$ cat src/rtl/pipe_pkg.sv
// Shared definitions for the decode/execute skid stage: default widths,
// the bubble type code, controller state encoding and the default payload.
package pipe_pkg;

    localparam int DEF_DATA_W       = 32;
    localparam int DEF_PC_W         = 32;
    localparam int DEF_RD_W         = 5;
    localparam int DEF_TYPE_W       = 3;
    localparam int DEF_INVALID_TYPE = 7;
    localparam int DEF_STAT_W       = 32;

    // EMPTY: nothing held; ONE: main reg valid; FULL: main and skid valid
    typedef enum logic [1:0] {
        EMPTY = 2'd0,
        ONE   = 2'd1,
        FULL  = 2'd2
    } skid_state_t;

    // Decoded instruction fields at the default widths
    typedef struct packed {
        logic [6:0]              funct7;
        logic [2:0]              funct3;
        logic [DEF_TYPE_W-1:0]   itype;
        logic [DEF_DATA_W-1:0]   rs1;
        logic [DEF_DATA_W-1:0]   rs2;
        logic [DEF_RD_W-1:0]     rd;
        logic [DEF_PC_W-1:0]     PC;
        logic [6:0]              opcode;
    } idex_payload_t;

endpackage

$ cat src/rtl/pipe_skid_ctrl.sv
// Two-entry skid controller: state machine, registered ready/valid decodes
// and load enables for the main (M) and skid (S) payload registers.
module pipe_skid_ctrl
    import pipe_pkg::*;
(
    input  logic        clock,
    input  logic        reset,
    input  logic        in_valid,
    input  logic        out_ready,
    input  logic        stall,
    input  logic        flush,
    output logic        in_ready,
    output logic        out_valid,
    output logic        m_load,
    output logic        m_sel_skid,
    output logic        s_load,
    output skid_state_t state
);

    skid_state_t state_d;
    logic        rdy_eff;
    logic        in_fire;
    logic        out_fire;

    // Ready and valid come straight from the state register, so no
    // combinational path exists from out_ready to in_ready.
    assign in_ready  = (state != FULL);
    assign out_valid = (state != EMPTY);
    assign rdy_eff   = out_ready & ~stall;
    assign in_fire   = in_valid & in_ready;
    assign out_fire  = out_valid & rdy_eff;

    // Next state and load enables; flush overrides every transfer
    always_comb begin
        state_d    = state;
        m_load     = 1'b0;
        m_sel_skid = 1'b0;
        s_load     = 1'b0;
        if (flush) begin
            state_d = EMPTY;
        end else begin
            case (state)
                EMPTY: if (in_fire) begin
                    m_load  = 1'b1;
                    state_d = ONE;
                end
                ONE: begin
                    if (in_fire && out_fire) begin
                        m_load = 1'b1;
                    end else if (in_fire) begin
                        s_load  = 1'b1;
                        state_d = FULL;
                    end else if (out_fire) begin
                        state_d = EMPTY;
                    end
                end
                FULL: if (out_fire) begin
                    m_load     = 1'b1;
                    m_sel_skid = 1'b1;
                    state_d    = ONE;
                end
                default: state_d = EMPTY;
            endcase
        end
    end

    // State register
    always_ff @(posedge clock or negedge reset) begin
        if (!reset) state <= EMPTY;
        else        state <= state_d;
    end

endmodule

$ cat src/rtl/idex_skid_stage.sv
// Decode-to-execute pipeline stage with a valid/ready handshake and a
// two-entry skid buffer. An empty stage presents a bubble (type code
// INVALID_TYPE, every other field zero).
// Optional statistics counters: define IDEX_SKID_STAGE_STATS_EN.
module idex_skid_stage
    import pipe_pkg::*;
#(
    parameter int DATA_W       = DEF_DATA_W,
    parameter int PC_W         = DEF_PC_W,
    parameter int RD_W         = DEF_RD_W,
    parameter int TYPE_W       = DEF_TYPE_W,
    parameter int INVALID_TYPE = DEF_INVALID_TYPE
`ifdef IDEX_SKID_STAGE_STATS_EN
    ,
    parameter int STAT_W       = DEF_STAT_W
`endif
)(
    input  logic              clock,
    input  logic              reset,
    input  logic              in_valid,
    output logic              in_ready,
    input  logic [6:0]        funct7,
    input  logic [2:0]        funct3,
    input  logic [TYPE_W-1:0] itype,
    input  logic [DATA_W-1:0] rs1,
    input  logic [DATA_W-1:0] rs2,
    input  logic [RD_W-1:0]   rd,
    input  logic [PC_W-1:0]   PC,
    input  logic [6:0]        opcode,
    input  logic              flush,
    input  logic              stall,
    output logic              out_valid,
    input  logic              out_ready,
    output logic [6:0]        funct7_out,
    output logic [2:0]        funct3_out,
    output logic [TYPE_W-1:0] type_out,
    output logic [DATA_W-1:0] rs1_out,
    output logic [DATA_W-1:0] rs2_out,
    output logic [RD_W-1:0]   rd_out,
    output logic [PC_W-1:0]   PC_out,
    output logic [6:0]        opcode_out
`ifdef IDEX_SKID_STAGE_STATS_EN
    ,
    output logic [STAT_W-1:0] stat_stall,
    output logic [STAT_W-1:0] stat_bubble,
    output logic [STAT_W-1:0] stat_flush
`endif
);

    typedef struct packed {
        logic [6:0]        funct7;
        logic [2:0]        funct3;
        logic [TYPE_W-1:0] itype;
        logic [DATA_W-1:0] rs1;
        logic [DATA_W-1:0] rs2;
        logic [RD_W-1:0]   rd;
        logic [PC_W-1:0]   PC;
        logic [6:0]        opcode;
    } payload_t;

    localparam payload_t BUBBLE = '{funct7: 7'd0, funct3: 3'd0,
                                    itype: TYPE_W'(INVALID_TYPE),
                                    rs1: '0, rs2: '0, rd: '0, PC: '0,
                                    opcode: 7'd0};

    logic        m_load;
    logic        m_sel_skid;
    logic        s_load;
    skid_state_t state;
    payload_t    in_p;
    payload_t    m_q;
    payload_t    s_q;
    payload_t    head;

    pipe_skid_ctrl u_ctrl (
        .clock      (clock),
        .reset      (reset),
        .in_valid   (in_valid),
        .out_ready  (out_ready),
        .stall      (stall),
        .flush      (flush),
        .in_ready   (in_ready),
        .out_valid  (out_valid),
        .m_load     (m_load),
        .m_sel_skid (m_sel_skid),
        .s_load     (s_load),
        .state      (state)
    );

    assign in_p = '{funct7: funct7, funct3: funct3, itype: itype,
                    rs1: rs1, rs2: rs2, rd: rd, PC: PC, opcode: opcode};

    // Payload registers: M refills from input or skid, S captures overflow
    always_ff @(posedge clock or negedge reset) begin
        if (!reset) begin
            m_q <= BUBBLE;
            s_q <= BUBBLE;
        end else if (flush) begin
            m_q <= BUBBLE;
            s_q <= BUBBLE;
        end else begin
            if (m_load) m_q <= m_sel_skid ? s_q : in_p;
            if (s_load) s_q <= in_p;
        end
    end

    // M keeps stale data after draining, so force the bubble while empty
    assign head       = (state == EMPTY) ? BUBBLE : m_q;
    assign funct7_out = head.funct7;
    assign funct3_out = head.funct3;
    assign type_out   = head.itype;
    assign rs1_out    = head.rs1;
    assign rs2_out    = head.rs2;
    assign rd_out     = head.rd;
    assign PC_out     = head.PC;
    assign opcode_out = head.opcode;

`ifdef IDEX_SKID_STAGE_STATS_EN
    logic rdy_eff;
    assign rdy_eff = out_ready & ~stall;

    // Saturating event counters: held head, empty stage, flush cycles
    always_ff @(posedge clock or negedge reset) begin
        if (!reset) begin
            stat_stall  <= '0;
            stat_bubble <= '0;
            stat_flush  <= '0;
        end else begin
            if (out_valid && !rdy_eff && (stat_stall != '1))
                stat_stall <= stat_stall + 1'b1;
            if ((state == EMPTY) && (stat_bubble != '1))
                stat_bubble <= stat_bubble + 1'b1;
            if (flush && (stat_flush != '1))
                stat_flush <= stat_flush + 1'b1;
        end
    end
`endif

endmodule

$ cat config.mk
export PLATFORM = sky130hd
export DESIGN_NAME = idex_skid_stage
export DESIGN_NICKNAME = d
export VERILOG_FILES = /design/src/rtl/pipe_pkg.sv /design/src/rtl/pipe_skid_ctrl.sv /design/src/rtl/idex_skid_stage.sv
export SDC_FILE = /design/constraint.sdc
export NUM_CORES = 1
export LEC_CHECK = 0
export ABC_AREA = 0
export CORE_ASPECT_RATIO = 1.4
export CORE_MARGIN = 4
export CORE_UTILIZATION = 51
export CTS_CLUSTER_SIZE = 40
export DETAILED_ROUTE_END_ITERATION = 8
export GPL_TIMING_DRIVEN = 0
export PLACE_DENSITY = 0.93
export SYNTH_ARGS = -nofsm -noshare
export SYNTH_HDL_FRONTEND = slang
export SYNTH_SLANG_ARGS = --single-unit
export TNS_END_PERCENT = 100
$ cat constraint.sdc
create_clock -name clock -period 2.3 [get_ports clock]
set_clock_uncertainty 0.15 [all_clocks]
set_input_delay 0.46 -clock clock [delete_from_list [all_inputs] [get_ports clock]]
set_output_delay 0.46 -clock clock [all_outputs]
set_load 0.03 [all_outputs]
**Yosys cells after proc, flatten, opt, wreduce, memory -nomap -nowiden**

Index checks and enable logic that the tools add are counted.

- Register bits: 244
- Output and inout bits: 123

- Eq/ne operators: 7
- Muxes and demuxes: 23
- Bitwise operators: 4
- Reduce and logical (&&, ||, !) cells: 6

Operators with widths:

| kind | number |
|---|---|
| two-way mux 121 bit | 6 |
| two-way mux 2 bit | 6 |
| two-way mux 1 bit | 9 |
| != test 3 x 2 -> 1 bit, second input constant | 2 |
| case mux 2 bit (3 select lines) | 1 |
| nonzero test 2 bit | 3 |
| != test 4 x 2 -> 1 bit, second input constant | 1 |
| AND reduction 4 bit | 1 |
| bitwise AND 1 bit | 3 |
| != test 3 bit, second input constant | 1 |
| case mux 1 bit (3 select lines) | 1 |
| equality test 2 x 1 -> 1 bit, second input constant | 1 |
| equality test 2 bit, second input constant | 1 |
| logical NOT 2 bit | 1 |
| != test 2 bit, second input constant | 1 |
| logical AND 1 bit | 1 |
| inverter 1 bit | 1 |

**Longest topological paths before layout**

- Word-level depth: 9
- Depth in mapped cells: 6

**Hierarchy**

From an unflattened synthesis, not the netlist that was laid out.

- Cells, all modules: 1086
- Area total of the unflattened synthesis: 11843.9 sq um

Modules (own cells, without submodules):

| module | times used | cells each | area each (sq um) | seq. area each (sq um) |
|---|---|---|---|---|
| idex_skid_stage | 1 | 1065 | 11686.2 | 6063.3 |
| pipe_skid_ctrl | 1 | 21 | 157.7 | 50.0 |

**Worst setup path before layout**

Ideal clock, no wire load.

- Kind: reg2out
- Start: register u_ctrl.state[0]
- End: output port PC_out[21]
- Data arrival time: 1368 ps
- Data required time: 1690 ps
- Path slack: 322 ps
- Cell stages (with the launch flop): 5
- Path buffers: 2
- Cell sequence: dfrtp_1 -> or2_2 -> clkbuf_1 -> clkbuf_1 -> and2_1

- Longest elaborated chain between the ends: 2

Ends and longest elaborated chain:

| element | line | RTL |
|---|---|---|
| from (decl) | pipe_skid_ctrl.sv:17 | `output skid_state_t state` |
| from (signal assigned) | pipe_skid_ctrl.sv:70 | `else state <= state_d;` |
| logical NOT 2 bit | idex_skid_stage.sv:108 | `assign head = (state == EMPTY) ? BUBBLE : m_q;` |
| two-way mux 121 bit | idex_skid_stage.sv:108 |  |
| to (decl) | idex_skid_stage.sv:40 | `output logic [PC_W-1:0] PC_out,` |

Every way passes these cells.

**Worst setup path after layout**

- Start: register u_ctrl.state[0]
- End: output port rd_out[3]

- Longest elaborated chain between the ends: 2

Ends and longest elaborated chain:

| element | line | RTL |
|---|---|---|
| logical NOT 2 bit | idex_skid_stage.sv:108 |  |
| two-way mux 121 bit | idex_skid_stage.sv:108 |  |
| to (decl) | idex_skid_stage.sv:39 | `output logic [RD_W-1:0] rd_out,` |

Every way passes these cells.

==> out/results.txt <==
Avg Cell Area, Syn - 9.06 µm²
Vias in the first global route - 10.8k
Switching part of the total - 27.7%
Hold Path Class - in2async
Worst-margin pin slew - 0.754 ns
Leakage - 6.70 nW
Sequential share of power - 44.3%
Area leader, netlist - dfrtp_1
Die width - 133 µm
# setup viols final - 121
Clock tree buffer depth - 3
Dpl cell area - 0.0140 mm²
Cts bufs inserted - 24
GP Congestion - 0.879
Fin Hold WS - 0.340 ns
Sequential Area - 0.00611 mm²
Largest net degree at the start of global routing - 102
Antenna Violating Nets Remaining - 0
Max Fanout on Critical Path - 10
Critical path required time - 1.69 ns
Cells after Synth - 1228
Max-cap check violation count - 0
Initial Util - 52.1%
DP Wirelength - 24.8 mm
Setup CP Type - reg2out
Total net switching power - 2.90 mW
Tmin final - 2.49 ns
Htree depth - 1
Initial antenna violation count - 2
Row cnt - 63
FF-to-FF Start - u_ctrl.state[0]$_DFFE_PN0P_
Syn nets - 1355
Crit path DAT - 1.88 ns
Drt drc - 0
Area added between synthesis and finish - 37.9%
Vias - 10.9k
Post-synth cell types - 24
Clk sinks - 244
Crit path launch type - flop
CTS tree - built
Final Max Tran Viols - 0
YS warnings - 0
Die area - 0.0243 mm²
Core ar. - 0.0214 mm²
Buffers on Ports - 248
RR Endpoint - m_q[11]$_DFFE_PN0P_
Gate power share - 17.6%
Clock transition at the registers of the reported paths - 0.07 ns
Initial DRT Pass Iterations - 6
Fmax - 0.402 GHz
Final Hold Fails - 0
Failing checks - negative setup slack
Clk pwr share - 38.1%
Iteration-0 DRC Markers - 960
Status - finished, violations left
Grt ovf - 0
Clock Tree Root - clkbuf_16
Int Pwr - 7.59 mW
Register bit total from synthesis - 244
Post-Place Worst Slack - -0.975 ns
Nets - 1639
Crit path launch - u_ctrl.state[0]$_DFFE_PN0P_
WL/cell - 20.1 µm
Post-synthesis sequential area ratio - 55.0%
Crit path capture - rd_out[3]
Final worst slack - -0.189 ns
Mapped Area - 0.0111 mm²
Share of cells above drive strength 1 - 21.2%
Relative slew margins - 49.8%
Fill count - 1475
I/O pin total - 250
Gr usage total - 28.8%
Worst reg2reg setup slack - 0.09 ns
Vias per cell - 5.96
Peak VDD IR - 538 µV
Worst Setup End Kind - output port
Final wirelength - 36.7 mm
Die Y-Extent - 183 µm
Design area - 0.0153 mm²
Tcrit/Tclk final - 108%
PD cells - 684 mW/mm²
Top cells by area, synth - dfrtp_1, a21oi_1, nand2_1, a22oi_1, and2_1
Yosys top cell area share - 53.5%
Worst r2r path cells - 7
Worst-skew pair later-pin latency - 0.53 ns
Wire length of the first global-routing pass - 56.4 mm
RSZ-0062 raised after global routing - true
Area occupied by multi-input gates - 0.00474 mm²
-- placed cells by master (no fill, tap or decap), types with 3 or more instances in the layout --
cell type / instances
a21oi_1: 237
a22oi_1: 118
and2_1: 35
and2_4: 83
buf_1: 8
buf_2: 52
buf_4: 15
buf_6: 99
buf_8: 10
clkbuf_1: 57
clkbuf_16: 28
clkbuf_4: 4
clkbuf_8: 8
clkdlybuf4s50_1: 124
clkinv_2: 5
dfrtp_1: 237
dfstp_2: 6
nand2_1: 244
nand2b_1: 5
nand3_1: 120
nand3b_1: 3
nor3_1: 3
o21bai_1: 3
o22ai_1: 3
-- routing by layer --
layer	share of wire, %	global-route usage [%]
met5	0	0
met4	6.1	16.6
met2	51	49.7
met3	7.2	4.61
met1	36	34.1
-- sequential cells by signal (all words and copies together) (netlist names) --
signal,cells
m_q,121
s_q,121
u_ctrl.state,2
-- worst min-delay path by stage --
stage                              start                   end  slack [ns]  cells past startpoint
floorplan                          reset    m_q[0]$_DFFE_PN0P_        0.01                      0
global placement    s_q[110]$_DFFE_PN1P_  s_q[110]$_DFFE_PN1P_        0.32                      2
detailed placement                 reset   m_q[91]$_DFFE_PN0P_        0.29                      1
CTS                                flush  m_q[110]$_DFFE_PN1P_        0.32                      2
global route                       flush  s_q[110]$_DFFE_PN1P_        0.34                      2
finish                             reset  s_q[102]$_DFFE_PN0P_        0.34                      2
-- power groups by stage --
stage | Sequential, mW | Clock, mW | Combinational, mW
final | 4.65 | 4.00 | 1.85
after global routing | 4.67 | 4.18 | 1.98
after CTS | 4.64 | 4.02 | 1.76
after detailed placement | 4.72 | 0 | 1.61
after global placement | 4.70 | 0 | 1.55
after floorplan | 4.67 | 0 | 0.846
-- cell type report --
cell class / instances / share of cell area [%]
Clock buffer: 34 / 4.69
Buffer: 117 / 4.14
Inverter: 1 / 0.0245
Antenna cell: 2 / 0.0326
Clock inverter: 9 / 0.514
Timing Repair Buffer: 259 / 17.5
Tap cell: 292 / 2.38
Multi-Input combinational cell: 865 / 30.9
Sequential cell: 244 / 39.9
-- through the flow --
step	cells	power, mW	utilization [%]	setup TNS (ns)
floorplan	1228	5.52	-	0
global placement	1768	6.26	65.4	-2363.77
detailed placement	1770	6.32	65.7	-138.90
CTS	1820	10.4	70.9	-20.40
global route	1823	10.8	71.8	-22.74
finish	1823	10.5	71.8	-17.50
-- Yosys cell counts --
cell         n
a211oi_1     1
a21oi_1    237
a22oi_1    118
and2_1     118
buf_1        9
buf_2       42
clkbuf_1    67
dfrtp_1    238
dfstp_2      6
inv_2        1
nand2_1    244
nand2b_1     6
nand3_1    120
nand3b_1     3
nor2_1       2
nor2b_1      2
nor3_1       3
nor3_2       1
o21ai_1      1
o21bai_1     3
o22ai_1      3
o2bb2ai_1    1
or2_2        1
xnor2_1      1
-- cell families (layout without fill, tap and decap cells) --
family	after synthesis	count (layout)	share of synthesized area [%]
simple gates	500	500	21.3
compound gates	364	364	19.2
flops	244	244	55.0
buf+inv	119	420	4.49
xor+xnor	1	1	0.0788
other cells	0	2	0
-- worst max-delay path: stages (launching register included) --
cell       delay (ns)
dfrtp_2          0.41
or2_4            0.30
clkbuf_16        0.19
buf_8            0.14
and2_1           0.16
buf_6            0.13
-- repair_timing --
item	CTS	global route
endpoints found under the hold margin	64	0
setup buffers	4	1
hold buffers	1	0
pin swaps	2	20
gates cloned	2	1
endpoints found under the setup margin	123	144
gates resized for setup	893	72
Note: power is estimated with default switching activity, not from simulation.
